## src/rtl/div_tick_sequencer.sv

```systemverilog
// Purpose : run/stop controller for a programmable divide-by-N tick (clock-enable) generator.
// Latency : first tick div_eff cycles after start is sampled; tick/busy/done are Moore (registered state).
// Backpressure: cfg_ready drops in RUN while a staged update waits for the next period boundary.
//
// Ports:
//   clk, reset             - clock, asynchronous active-high reset
//   cfg_valid/cfg_ready    - configuration handshake; cfg_div (0 treated as 1), cfg_burst (0 = free-run)
//   start, stop            - begin / abort a run (sampled on clk)
//   tick                   - one-cycle enable pulse every div_eff cycles while running
//   busy                   - high while in RUN
//   done                   - one-cycle pulse when a burst completes
//
// Optional feature macro: DTS_AUTO_RELOAD_EN
//   defined   : after a completed burst, DONE returns to RUN and a new burst starts (stop in DONE -> IDLE)
//   undefined : DONE always returns to IDLE
module div_tick_sequencer #(
    parameter int CNT_W   = 8,
    parameter int BURST_W = 8,
    parameter int DEF_DIV = 3
) (
    input  logic               clk,
    input  logic               reset,
    input  logic               cfg_valid,
    output logic               cfg_ready,
    input  logic [CNT_W-1:0]   cfg_div,
    input  logic [BURST_W-1:0] cfg_burst,
    input  logic               start,
    input  logic               stop,
    output logic               tick,
    output logic               busy,
    output logic               done
);

    typedef enum logic [1:0] {
        S_IDLE = 2'd0,
        S_RUN  = 2'd1,
        S_DONE = 2'd2
    } state_t;

    state_t               r_state;
    logic [CNT_W-1:0]     r_cnt;
    logic [BURST_W-1:0]   r_remaining;
    logic [CNT_W-1:0]     r_active_div;
    logic [BURST_W-1:0]   r_active_burst;
    logic [CNT_W-1:0]     r_shadow_div;
    logic [BURST_W-1:0]   r_shadow_burst;
    logic                 r_shadow_valid;

    state_t               w_state_nxt;
    logic [CNT_W-1:0]     w_cnt_nxt;
    logic [BURST_W-1:0]   w_remaining_nxt;
    logic [CNT_W-1:0]     w_active_div_nxt;
    logic [BURST_W-1:0]   w_active_burst_nxt;
    logic [CNT_W-1:0]     w_shadow_div_nxt;
    logic [BURST_W-1:0]   w_shadow_burst_nxt;
    logic                 w_shadow_valid_nxt;

    logic                 w_xfer;
    logic                 w_tick;
    logic [CNT_W-1:0]     w_div_sel;
    logic [BURST_W-1:0]   w_burst_sel;

    // Divide-by-0 behaves as divide-by-1.
    function automatic logic [CNT_W-1:0] f_div_eff(input logic [CNT_W-1:0] d);
        return (d == '0) ? CNT_W'(1) : d;
    endfunction

    assign cfg_ready = (r_state != S_RUN) || !r_shadow_valid;
    assign w_xfer    = cfg_valid && cfg_ready;
    assign w_tick    = (r_state == S_RUN) && (r_cnt == '0);
    assign tick      = w_tick;
    assign busy      = (r_state == S_RUN);
    assign done      = (r_state == S_DONE);

    // Divisor/burst a run (re)start should use outside RUN: a same-edge transfer wins,
    // then any update staged during the run that just finished, then the active values.
    always_comb begin
        w_div_sel   = r_active_div;
        w_burst_sel = r_active_burst;
        if (w_xfer) begin
            w_div_sel   = cfg_div;
            w_burst_sel = cfg_burst;
        end else if (r_shadow_valid) begin
            w_div_sel   = r_shadow_div;
            w_burst_sel = r_shadow_burst;
        end
    end

    always_ff @(posedge clk or posedge reset) begin
        if (reset) begin
            r_state        <= S_IDLE;
            r_cnt          <= '0;
            r_remaining    <= '0;
            r_active_div   <= CNT_W'(DEF_DIV);
            r_active_burst <= '0;
            r_shadow_div   <= '0;
            r_shadow_burst <= '0;
            r_shadow_valid <= 1'b0;
        end else begin
            r_state        <= w_state_nxt;
            r_cnt          <= w_cnt_nxt;
            r_remaining    <= w_remaining_nxt;
            r_active_div   <= w_active_div_nxt;
            r_active_burst <= w_active_burst_nxt;
            r_shadow_div   <= w_shadow_div_nxt;
            r_shadow_burst <= w_shadow_burst_nxt;
            r_shadow_valid <= w_shadow_valid_nxt;
        end
    end

    always_comb begin
        w_state_nxt        = r_state;
        w_cnt_nxt          = r_cnt;
        w_remaining_nxt    = r_remaining;
        w_active_div_nxt   = r_active_div;
        w_active_burst_nxt = r_active_burst;
        w_shadow_div_nxt   = r_shadow_div;
        w_shadow_burst_nxt = r_shadow_burst;
        w_shadow_valid_nxt = r_shadow_valid;

        case (r_state)
            S_IDLE: begin
                if (w_xfer) begin
                    w_active_div_nxt   = cfg_div;
                    w_active_burst_nxt = cfg_burst;
                end
                if (start && !stop) begin
                    w_state_nxt     = S_RUN;
                    w_cnt_nxt       = f_div_eff(w_div_sel) - CNT_W'(1);
                    w_remaining_nxt = w_burst_sel;
                end
            end

            S_RUN: begin
                if (w_xfer) begin
                    w_shadow_div_nxt   = cfg_div;
                    w_shadow_burst_nxt = cfg_burst;
                    w_shadow_valid_nxt = 1'b1;
                end
                if (stop) begin
                    // Abort discards any staged update, including one offered this cycle.
                    w_state_nxt        = S_IDLE;
                    w_cnt_nxt          = '0;
                    w_remaining_nxt    = '0;
                    w_shadow_valid_nxt = 1'b0;
                end else if (w_tick) begin
                    if (r_shadow_valid) begin
                        // Period boundary: the staged update takes over and restarts the burst count.
                        w_active_div_nxt   = r_shadow_div;
                        w_active_burst_nxt = r_shadow_burst;
                        w_shadow_valid_nxt = 1'b0;
                        w_cnt_nxt          = f_div_eff(r_shadow_div) - CNT_W'(1);
                        w_remaining_nxt    = r_shadow_burst;
                    end else begin
                        w_cnt_nxt = f_div_eff(r_active_div) - CNT_W'(1);
                        if (r_active_burst != '0) begin
                            if (r_remaining == BURST_W'(1)) begin
                                w_state_nxt     = S_DONE;
                                w_remaining_nxt = '0;
                            end else begin
                                w_remaining_nxt = r_remaining - BURST_W'(1);
                            end
                        end
                    end
                end else begin
                    w_cnt_nxt = r_cnt - CNT_W'(1);
                end
            end

            S_DONE: begin
                // An update staged on the final tick edge is folded in here.
                w_active_div_nxt   = w_div_sel;
                w_active_burst_nxt = w_burst_sel;
                w_shadow_valid_nxt = 1'b0;
`ifdef DTS_AUTO_RELOAD_EN
                if (stop) begin
                    w_state_nxt = S_IDLE;
                end else begin
                    w_state_nxt     = S_RUN;
                    w_cnt_nxt       = f_div_eff(w_div_sel) - CNT_W'(1);
                    w_remaining_nxt = w_burst_sel;
                end
`else
                w_state_nxt = S_IDLE;
`endif
            end

            default: begin
                w_state_nxt = S_IDLE;
            end
        endcase
    end

endmodule
```

## config.mk

```make
export PLATFORM = sky130hd
export DESIGN_NAME = div_tick_sequencer
export DESIGN_NICKNAME = d
export VERILOG_FILES = /design/src/rtl/div_tick_sequencer.sv
export SDC_FILE = /design/constraint.sdc
export NUM_CORES = 1
export LEC_CHECK = 0
export ABC_AREA = 1
export CORE_ASPECT_RATIO = 0.7
export CORE_MARGIN = 5
export CORE_UTILIZATION = 43
export DETAILED_ROUTE_END_ITERATION = 8
export GPL_TIMING_DRIVEN = 0
export HOLD_SLACK_MARGIN = 0.15
export SYNTH_ARGS = -nofsm -noshare
export SYNTH_HDL_FRONTEND = slang
export SYNTH_SLANG_ARGS = --single-unit
```

## constraint.sdc

```tcl
create_clock -name clk -period 2.3 [get_ports clk]
set_clock_uncertainty 0.15 [all_clocks]
set_input_delay 0.69 -clock clk [delete_from_list [all_inputs] [get_ports clk]]
set_output_delay 0.69 -clock clk [all_outputs]
set_load 0.005 [all_outputs]
```

==> metrics <==
# hold bufs at CTS=0; period utilization=1.14; Initial DRT Pass Iterations=5; Placed Cells=between 600 and 700; Max Clk Rate=380 MHz; Hold Path Class=reg -> reg; Core Util, Final=0.558; Tmin final=around 2.6 ns; Final Hold Viols=0; CP max FO=4; core area=0.00841 mm2; Net Count, Synth=588; maximum VDD drop=0.000725 V; Post-synth EDFFs=0; H-tree levels=2; syn avg cell area=6.56 um2; Overall Power=7.00 mW; GRT busiest layer=met1; root buf cell=clkbuf_16; max_cap viols=0; FP Rows=28; required time worst endpoint=2.39 ns; status=finished with violations; die area=about 0.011 mm2; initial drt markers=472; Die Y=87.3 um; Worst Tran Pin Value=~0.6 ns; RSZ-0062 raised after global routing=true; flop2flop setup slack=-0.32 ns; total number of vias=a little over 4000; share of layout cells above drive strength 1=0.188; violated checks=setup timing; Die Span X=120 um; DP Worst Slack=-0.859 ns; WL final=12.8 mm; Tot GR Track Use=0.240; initial antenna violation count=0; Final Cell Area=0.00469 mm2; RR Endpoint=r_cnt[6]$_DFFE_PP0P_; Crit. End Element=flip-flop; area post-placement=0.00411 mm2; Comb pwr share=0.655; nets@finish=651; TNS Setup=-1.34 ns; # DRC=0; ranking of synthesized cells by area=dfrtp_1 (33%), nand2_1 (19%), o21ai_0 (11%), inv_1 (6.0%), nand3_1 (4.1%); Slew Limit Fails=0; Initial Util=0.437; global-route wire length before repair=19.5 mm; Psw=3.58 mW; number of global-route vias before repair=3713; synth cell count leaders=nand2_1 (187), o21ai_0 (79), inv_1 (59); post-synth top area share=0.334; crit start category=input pin; WS Path Type=in -> reg; M2 GR Usage=0.331; Power Density=1490 mW/mm2; I/O pin cnt=25; leakage=2.29 nW; synthesized netlist cell count=560; antenna viol nets, final=0; Final HPWL DP=8.93 mm; TritonCTS Buffers=5; Top FF cell, synth=dfrtp_1; Yosys cell types=38; Layout Cells excl Fill=around 730; vias per cell=5.59; WL per Instance=17.6 um; Slew HR=0.595; Final WS setup=-0.329 ns; GR Util met1=0.375; clk_lat worst skew=0.30 ns; GP Congestion=0.955; Int Pwr=3.42 mW; synthesis-to-finish area growth=27.8%; sequential area share after synthesis=0.348; Clock transition at path regs=0.07 ns; final setup violation count=10; R2R cell count=20; n_diodes=0; Sink Count=51; most common cell in the netlist=nand2_1; reg2reg start=r_state[1]$_DFFE_PP0P_; sequential share of power=0.236; CTS tree=yes; grt total ovfl=0; switching share of power=0.511; Clock power frac=0.108; M3 GR Usage=0.0519; Crit path arrival time=roughly 2.7 ns; Setup crit start=cfg_div[2]; largest net degree at the start of global routing=34; FFs w/ async S/R, synth=1.00; leading area contributor after synthesis=dfrtp_1; crit path to=r_cnt[6]$_DFFE_PP0P_; Final Hold Slack=0.336 ns; synthesis warning total=0; Seq cells post-synth=between 50 and 60; Clock Path Buffers=2; Post-Synthesis Cell Area=roughly 0.0037 mm2; PortBufs=24
[routing by layer]
layer  up-vias  part of all wire
met5         -                 0
met4         0             0.010
met3        18             0.084
met2       201              0.41
met1      1918              0.50
li1       1940                 -
[power by group through the flow]
stage	logic, mW	clock network, mW	registers [mW]
floorplan	2.75	0	1.56
global placement	3.68	0	1.64
detailed placement	3.76	0	1.65
CTS	3.99	0.773	1.64
global route	5.06	0.813	1.70
finish	4.59	0.759	1.65
[what timing repair did]
item | in CTS | in global routing
resized for setup | 32 | 48
cloned | 0 | 1
setup endpoints to repair | 28 | 40
pin swaps | 8 | 20
buffers inserted | 13 | 18
[state kept, by name, indices dropped and copies added, names as in the netlist]
| signal | flops |
|---|---|
| r_active_burst | 8 |
| r_active_div | 8 |
| r_cnt | 8 |
| r_remaining | 8 |
| r_shadow_burst | 8 |
| r_shadow_div | 8 |
| r_shadow_valid | 1 |
| r_state | 2 |
[worst max-delay path, cell delays in order]
cell and delay [ns]:
clkdlybuf4s50_1 0.53, inv_1 0.10, nand2_4 0.09, o21ai_4 0.07
nand2_4 0.09, nor2_4 0.05, a21boi_4 0.18, ha_4 0.17
inv_2 0.04, nor2_4 0.14, nand2_2 0.08, nand2_1 0.06
nand2_1 0.06, o21ai_2 0.16, inv_1 0.07, a21oi_2 0.12
[cell type report]
type,count,area [um2]
fillers,854,3710
multi-input cells,421,2230
flip-flops and latches,51,1280
repair buffers,57,510
inverters,64,251
plain buffers,23,145
well taps,105,131
clock buffers,6,129
clock inverters,2,12.5
[cell families after synthesis]
group,synth area share
adders and majority gates,0.0238
xor gates and xnor gates,0.0167
AOI/OAI and AO/OA,0.193
DFF,0.348
and+or+nand+nor,0.316
buffers and inverters,0.0991
muxes,0.00307
[layout by cell type (no fill, tap or decap), types with 3 or more instances in the layout]
cell type and count:
a21oi_1 13, a22oi_1 4, buf_2 4, buf_4 30, buf_8 3, clkbuf_1 6, clkbuf_16 6, clkbuf_2 12
clkdlybuf4s50_1 18, dfrtp_1 48, ha_1 4, ha_4 3, inv_1 55, inv_2 5, nand2_1 176, nand2_2 9
nand2_4 7, nand3_1 27, nand3_2 3, nand4_1 8, nor2_1 34, nor2_2 4, nor2_4 4, nor3_1 3
o211ai_1 4, o21ai_0 72, o21ai_1 10, o21ai_2 6, o21bai_1 3, o221ai_1 5, xor2_1 5
[how the worst min path moves through the flow]
stage,startpoint,to,slack [ns],cells after the start
after floorplan,r_active_burst[2]$_DFFE_PP0P_,r_active_burst[2]$_DFFE_PP0P_,0.30,2
after global placement,r_shadow_burst[0]$_DFFE_PP0P_,r_shadow_burst[0]$_DFFE_PP0P_,0.32,2
after detailed placement,r_shadow_burst[7]$_DFFE_PP0P_,r_shadow_burst[7]$_DFFE_PP0P_,0.32,2
after CTS,r_shadow_burst[7]$_DFFE_PP0P_,r_shadow_burst[7]$_DFFE_PP0P_,0.34,2
after global routing,r_shadow_burst[3]$_DFFE_PP0P_,r_shadow_burst[3]$_DFFE_PP0P_,0.37,2
final,r_shadow_burst[7]$_DFFE_PP0P_,r_shadow_burst[7]$_DFFE_PP0P_,0.34,2
Power figures use the tool's default switching activity.
